===== config.mk =====
export PLATFORM = sky130hd
export DESIGN_NAME = uart_transmitter
export DESIGN_NICKNAME = d
export VERILOG_FILES = /design/src/rtl/uart_pkg.sv /design/src/rtl/uart_baud_cnt.sv /design/src/rtl/uart_transmitter.sv
export SDC_FILE = /design/constraint.sdc
export NUM_CORES = 1
export LEC_CHECK = 0
export ABC_AREA = 1
export BUFFER_PORTS_ARGS = -buffer_cell sky130_fd_sc_hd__buf_2
export CAP_MARGIN = 10
export CORE_MARGIN = 1.5
export CORE_UTILIZATION = 50
export DETAILED_ROUTE_END_ITERATION = 12
export GPL_ROUTABILITY_DRIVEN = 1
export HOLD_SLACK_MARGIN = 0.03
export PLACE_DENSITY = 0.7
export RECOVER_POWER = 25
export SLEW_MARGIN = 20
export SYNTH_ARGS = -nofsm -noshare
export SYNTH_HDL_FRONTEND = slang
export SYNTH_SLANG_ARGS = --single-unit

===== constraint.sdc =====
create_clock -name clk -period 3 [get_ports clk]
set_input_delay 0 -clock clk [delete_from_list [all_inputs] [get_ports clk]]
set_output_delay 0 -clock clk [all_outputs]
set_load 0.02 [all_outputs]

===== src/rtl/uart_pkg.sv =====
// uart_pkg: types and constants shared by the UART transmitter and receiver.
//   tx_state_t  : transmitter FSM state encoding
//   DATA_BITS   : payload bits per frame
//   uart_byte_t : one payload byte
package uart_pkg;

    localparam int unsigned DATA_BITS = 8;
    localparam int unsigned BIT_CNT_W = $clog2(DATA_BITS);

    typedef logic [DATA_BITS-1:0] uart_byte_t;

    typedef enum logic [2:0] {
        IDLE,
        START,
        DATA,
        PARITY,
        STOP
    } tx_state_t;

endpackage


===== src/rtl/uart_baud_cnt.sv =====
// uart_baud_cnt: bit-period counter. Counts 0..CLOCKS_PER_PULSE-1 and wraps.
//   clk   : system clock
//   rst   : synchronous, active-high reset
//   clear : hold the count at 0 (used while the line is idle)
//   tick  : high while the count equals CLOCKS_PER_PULSE-1 (last cycle of a bit)
module uart_baud_cnt #(
    parameter int unsigned CLOCKS_PER_PULSE = 16
) (
    input  logic clk,
    input  logic rst,
    input  logic clear,
    output logic tick
);

    localparam int unsigned CNT_W = (CLOCKS_PER_PULSE > 1) ? $clog2(CLOCKS_PER_PULSE) : 1;
    localparam logic [CNT_W-1:0] LAST = CNT_W'(CLOCKS_PER_PULSE - 1);

    logic [CNT_W-1:0] cnt;
    logic [CNT_W-1:0] cnt_next;

    // Next count: wrap at the end of a bit, or hold at zero when cleared.
    always_comb begin
        cnt_next = cnt + CNT_W'(1);
        if (clear || (cnt == LAST)) begin
            cnt_next = '0;
        end
    end

    // tick is registered from the next count so it lines up with cnt == LAST.
    always_ff @(posedge clk) begin
        if (rst) begin
            cnt  <= '0;
            tick <= 1'b0;
        end else begin
            cnt  <= cnt_next;
            tick <= (cnt_next == LAST);
        end
    end

endmodule


===== src/rtl/uart_transmitter.sv =====
// uart_transmitter: 8-bit UART transmitter, LSB first, idle-high line, 8N1 by default.
// Optional parity bit enabled by defining the macro UART_PARITY_EN.
//   clk      : system clock
//   rst      : synchronous, active-high reset
//   tx_data  : byte to send, taken when tx_valid && tx_ready
//   tx_valid : tx_data is valid
//   tx_ready : one-entry holding register is empty
//   tx       : serial line (registered)
//   busy     : frame in flight or holding register full
//   done     : one-cycle pulse on the last cycle of each stop bit
module uart_transmitter
    import uart_pkg::*;
#(
    parameter int unsigned CLOCKS_PER_PULSE = 16,
    parameter bit          PARITY_ODD       = 1'b0
) (
    input  logic       clk,
    input  logic       rst,
    input  logic [7:0] tx_data,
    input  logic       tx_valid,
    output logic       tx_ready,
    output logic       tx,
    output logic       busy,
    output logic       done
);

    if (CLOCKS_PER_PULSE < 2) begin : g_cpp_check
        $error("uart_transmitter: CLOCKS_PER_PULSE must be >= 2");
    end

    tx_state_t                state;
    tx_state_t                state_next;
    uart_byte_t               hold;
    uart_byte_t               shift_reg;
    logic                     hold_valid;
    logic                     hold_next;
    logic [BIT_CNT_W-1:0]     bit_cnt;
    logic                     accept;
    logic                     load;
    logic                     tick;
    logic                     clear;
    logic                     tx_next;
    logic                     done_next;
`ifdef UART_PARITY_EN
    logic                     parity_bit;
`else
    localparam bit unused_parity_odd = PARITY_ODD;
`endif

    // Bit timing; held at zero while idle so START always gets a full bit.
    assign clear = (state == IDLE);

    uart_baud_cnt #(
        .CLOCKS_PER_PULSE(CLOCKS_PER_PULSE)
    ) u_baud_cnt (
        .clk  (clk),
        .rst  (rst),
        .clear(clear),
        .tick (tick)
    );

    // Accept only ever happens with hold empty, load only with hold full: never together.
    assign accept    = tx_valid && tx_ready;
    assign hold_next = accept ? 1'b1 : (load ? 1'b0 : hold_valid);

    // State register.
    always_ff @(posedge clk) begin
        if (rst) begin
            state <= IDLE;
        end else begin
            state <= state_next;
        end
    end

    // Next-state logic; load pulls the holding register into the shifter.
    always_comb begin
        state_next = state;
        load       = 1'b0;
        case (state)
            IDLE: begin
                if (hold_valid) begin
                    state_next = START;
                    load       = 1'b1;
                end
            end
            START: begin
                if (tick) state_next = DATA;
            end
            DATA: begin
                if (tick && (bit_cnt == BIT_CNT_W'(DATA_BITS - 1))) begin
`ifdef UART_PARITY_EN
                    state_next = PARITY;
`else
                    state_next = STOP;
`endif
                end
            end
`ifdef UART_PARITY_EN
            PARITY: begin
                if (tick) state_next = STOP;
            end
`endif
            STOP: begin
                if (tick) begin
                    if (hold_valid) begin
                        // Gapless: next frame's start bit follows this stop bit directly.
                        state_next = START;
                        load       = 1'b1;
                    end else begin
                        state_next = IDLE;
                    end
                end
            end
            default: state_next = IDLE;
        endcase
    end

    // Output decode; registered below so tx lags state by one cycle.
    always_comb begin
        tx_next   = 1'b1;
        done_next = 1'b0;
        case (state)
            START: tx_next = 1'b0;
            DATA:  tx_next = shift_reg[0];
`ifdef UART_PARITY_EN
            PARITY: tx_next = parity_bit;
`endif
            STOP: begin
                tx_next   = 1'b1;
                done_next = tick;
            end
            default: tx_next = 1'b1;
        endcase
    end

    // Datapath and registered outputs.
    always_ff @(posedge clk) begin
        if (rst) begin
            hold       <= '0;
            hold_valid <= 1'b0;
            shift_reg  <= '0;
            bit_cnt    <= '0;
            tx         <= 1'b1;
            tx_ready   <= 1'b1;
            busy       <= 1'b0;
            done       <= 1'b0;
`ifdef UART_PARITY_EN
            parity_bit <= 1'b0;
`endif
        end else begin
            hold_valid <= hold_next;
            tx_ready   <= !hold_next;
            busy       <= (state_next != IDLE) || hold_next;
            tx         <= tx_next;
            done       <= done_next;
            if (accept) begin
                hold <= tx_data;
            end
            if (load) begin
                shift_reg  <= hold;
                bit_cnt    <= '0;
`ifdef UART_PARITY_EN
                parity_bit <= (^hold) ^ PARITY_ODD;
`endif
            end else if ((state == DATA) && tick) begin
                shift_reg <= shift_reg >> 1;
                bit_cnt   <= bit_cnt + BIT_CNT_W'(1);
            end
        end
    end

endmodule


==> reports/metrics.cfg <==
[status]
status = finished clean

[synthesis]
synth_area_um2 = 1350
syn_avg_cell_area_um2 = 7.68
yosysSeqAreaShare_pct = 47.4
yosysWarnings = 0
syn_nets = 190
synth_cells = 176
yosysUniqueCellTypes = 25
ys_ff_latch = 32

[worst_setup_path]
arrival_ns = 1.60
r2r-end = hold_valid
r2r_cells = 6
regToRegStartpoint = state[2]
path_max_fanout = 19
worstSetupStartpointType = register
required_ns = 3.26
crit_path_end_kind = register
reg2reg_slack_ns = 1.66
critPathKind = reg2reg

[drt]
via_per_inst = 4.99
wl_per_cell_um = 11.3
dr.first_iter.drc_count = 20
wl_um = 2600
vias = 1142
drc = 0
firstDrtPassIters = 4
ant_nets = 0

[min_path]
min-delay-path-class = in2reg
hold_depth = 2
hold_end = state[2]
min_from = rst

[timing]
fin_skew_ns = 0.0169
slew_headroom_pct = 66.6
finalMaxSlewViolations = 0
final.setup.tns_ns = 0
fin_crit_ns = 1.34
finalHoldViolations = 0
rsz0062_at_grt = no
post-route-period-util_pct = 44.7
tightestPinTransition_ns = 0.498
max_freq_mhz = 745
finalSetupViolations = 0

[clocking]
clkTransAtPathRegs_ns = 0.10
clock_latency_ns = 0.32
ctsResizeCount = 0
clock_sinks = 32
cts_tree = yes
cts_root_buf = clkbuf_4
cts-htree-levels = 2
post_cts_buffers = 0
numCtsBuffers = 5
clockBufferDepth = 2
hold_buffers = 8

[placement]
io_buffers = 14
place.gp.congestion = 0.807
placed_area_um2 = 1430
hpwl_um = 1750

[final_layout]
final_core_util_pct = 61.2
synthToLayoutAreaGrowth_pct = 14.2
seq_area_um2 = 641
multi_input_area_um2 = 577
final_area_um2 = 1540
fillCellCount = 247
layout-drive-gt1-share_pct = 11.1
layout.nets = 213
diodes = 0

[global_route]
grt_pass1_vias = 1036
overflow = 0
grt_first_pass_wirelength_um = 4310
grt_max_degree = 20
grtUsageTotal_pct = 20.3
antenna_found_initial = 0

[pwr]
power_frac_clock_pct = 28.7
netSwitchingPower_mw = 0.198
p_seq_share_pct = 59.8
intPower_mw = 0.565
combPwrFrac_pct = 11.5
p_sw_share_pct = 25.9
ir_drop_mv = 0.375
cellPowerDensity_nw_per_um2 = 494
cellLeakagePower_nw = 0.630

[flow_run]
maxCapViolations = 0

[die]
die_y_um = 55.0
die-area_um2 = 3030
core-area_um2 = 2520
die_w_um = 55.0
start_util_pct = 53.6
num_rows = 18
pin_count = 15

==> worst max-delay path: stages, from the launching register on <==
cell and delay, ns:
dfxtp_1 0.36, inv_2 0.09, o211ai_4 0.43, inv_1 0.12, o21ai_1 0.14, nand2_1 0.08
inv_1 0.06
==> worst max-delay path by stage <==
stage,start,endpoint,slack (ns)
floorplan,bit_cnt[0],busy,1.81
global placement,bit_cnt[0],busy,1.71
detailed placement,u_baud_cnt.tick,tx_ready,1.67
CTS,state[2],hold_valid,1.65
global route,bit_cnt[0],busy,1.52
finish,state[2],hold_valid,1.66
==> through the flow <==
step	cells	setup WS [ns]	hold WS, ns	power [mW]
3_3_place_gp	214	1.71	0.248	0.542
3_5_place_dp	214	1.67	0.265	0.546
6_report	229	1.66	0.0428	0.763
4_1_cts	229	1.65	0.0306	0.774
5_1_grt	229	1.52	0.0416	0.800
2_1_floorplan	176	1.81	0.167	0.526
==> cells by family after synthesis <==
family,share of synthesized area [%]
simple gates,26.1
buf+inv,9.81
flops,47.4
compound gates,12.7
fa+ha+maj,2.78
xor+xnor,1.30
==> Yosys cell counts <==
cell / number / area share [%]
nor2_1: 37 / 10
dfxtp_1: 32 / 47
inv_1: 25 / 6.9
a21oi_1: 18 / 6.7
nand2_1: 14 / 3.9
nand3_1: 12 / 4.4
o21ai_0: 11 / 4.1
ha_1: 3 / 2.8
nand4_1: 3 / 1.4
nor3_1: 3 / 1.1
clkbuf_1: 2 / 0.56
nand2_2: 2 / 0.92
xor2_1: 2 / 1.3
and3_1: 1 / 0.46
buf_1: 1 / 0.28
buf_2: 1 / 0.37
buf_4: 1 / 0.56
buf_6: 1 / 0.83
inv_2: 1 / 0.28
nand4_4: 1 / 1.6
nor2_4: 1 / 0.83
nor3_2: 1 / 0.74
o211ai_4: 1 / 1.6
o21ai_1: 1 / 0.37
or2_1: 1 / 0.46
==> power groups by stage <==
stage	logic, mW	registers, mW	clock network [mW]
floorplan	0.0579	0.468	0
CTS	0.0883	0.456	0.229
global placement	0.0766	0.465	0
finish	0.0875	0.456	0.219
global route	0.0988	0.458	0.243
detailed placement	0.0801	0.466	0
==> placed cells by master (no fill, tap or decap), drive strengths merged <==
| cell type | instances |
|---|---|
| xor2 | 2 |
| nand2 | 16 |
| or2 | 1 |
| buf | 10 |
| nor3 | 4 |
| nor2 | 38 |
| o211ai | 1 |
| dlygate4sd3 | 8 |
| and3 | 1 |
| inv | 26 |
| a21oi | 18 |
| clkinv | 1 |
| nand4 | 4 |
| ha | 3 |
| dfxtp | 32 |
| o21ai | 12 |
| clkbuf | 10 |
| nand3 | 12 |
==> per-layer routing <==
| metal | up-vias | share of wire, % | global-route usage, % | wire, um |
|---|---|---|---|---|
| met4 | 0 | 0.89 | 8.13 | 23 |
| met3 | 3 | 3.6 | 5.11 | 93 |
| li1 | 607 | - | - | - |
| met5 | - | 0 | 0 | 0 |
| met1 | 507 | 47 | 24.5 | 1220 |
| met2 | 25 | 49 | 34.3 | 1260 |
==> layout make-up <==
class,count,area share [%]
clock inverter,1,0.324
multi-input combinational,112,37.4
timing repair buffer,22,9.40
inverter,26,6.32
clock buffer,6,2.67
sequential,32,41.5
tap,30,2.43
Power figures use the tool's default switching activity.
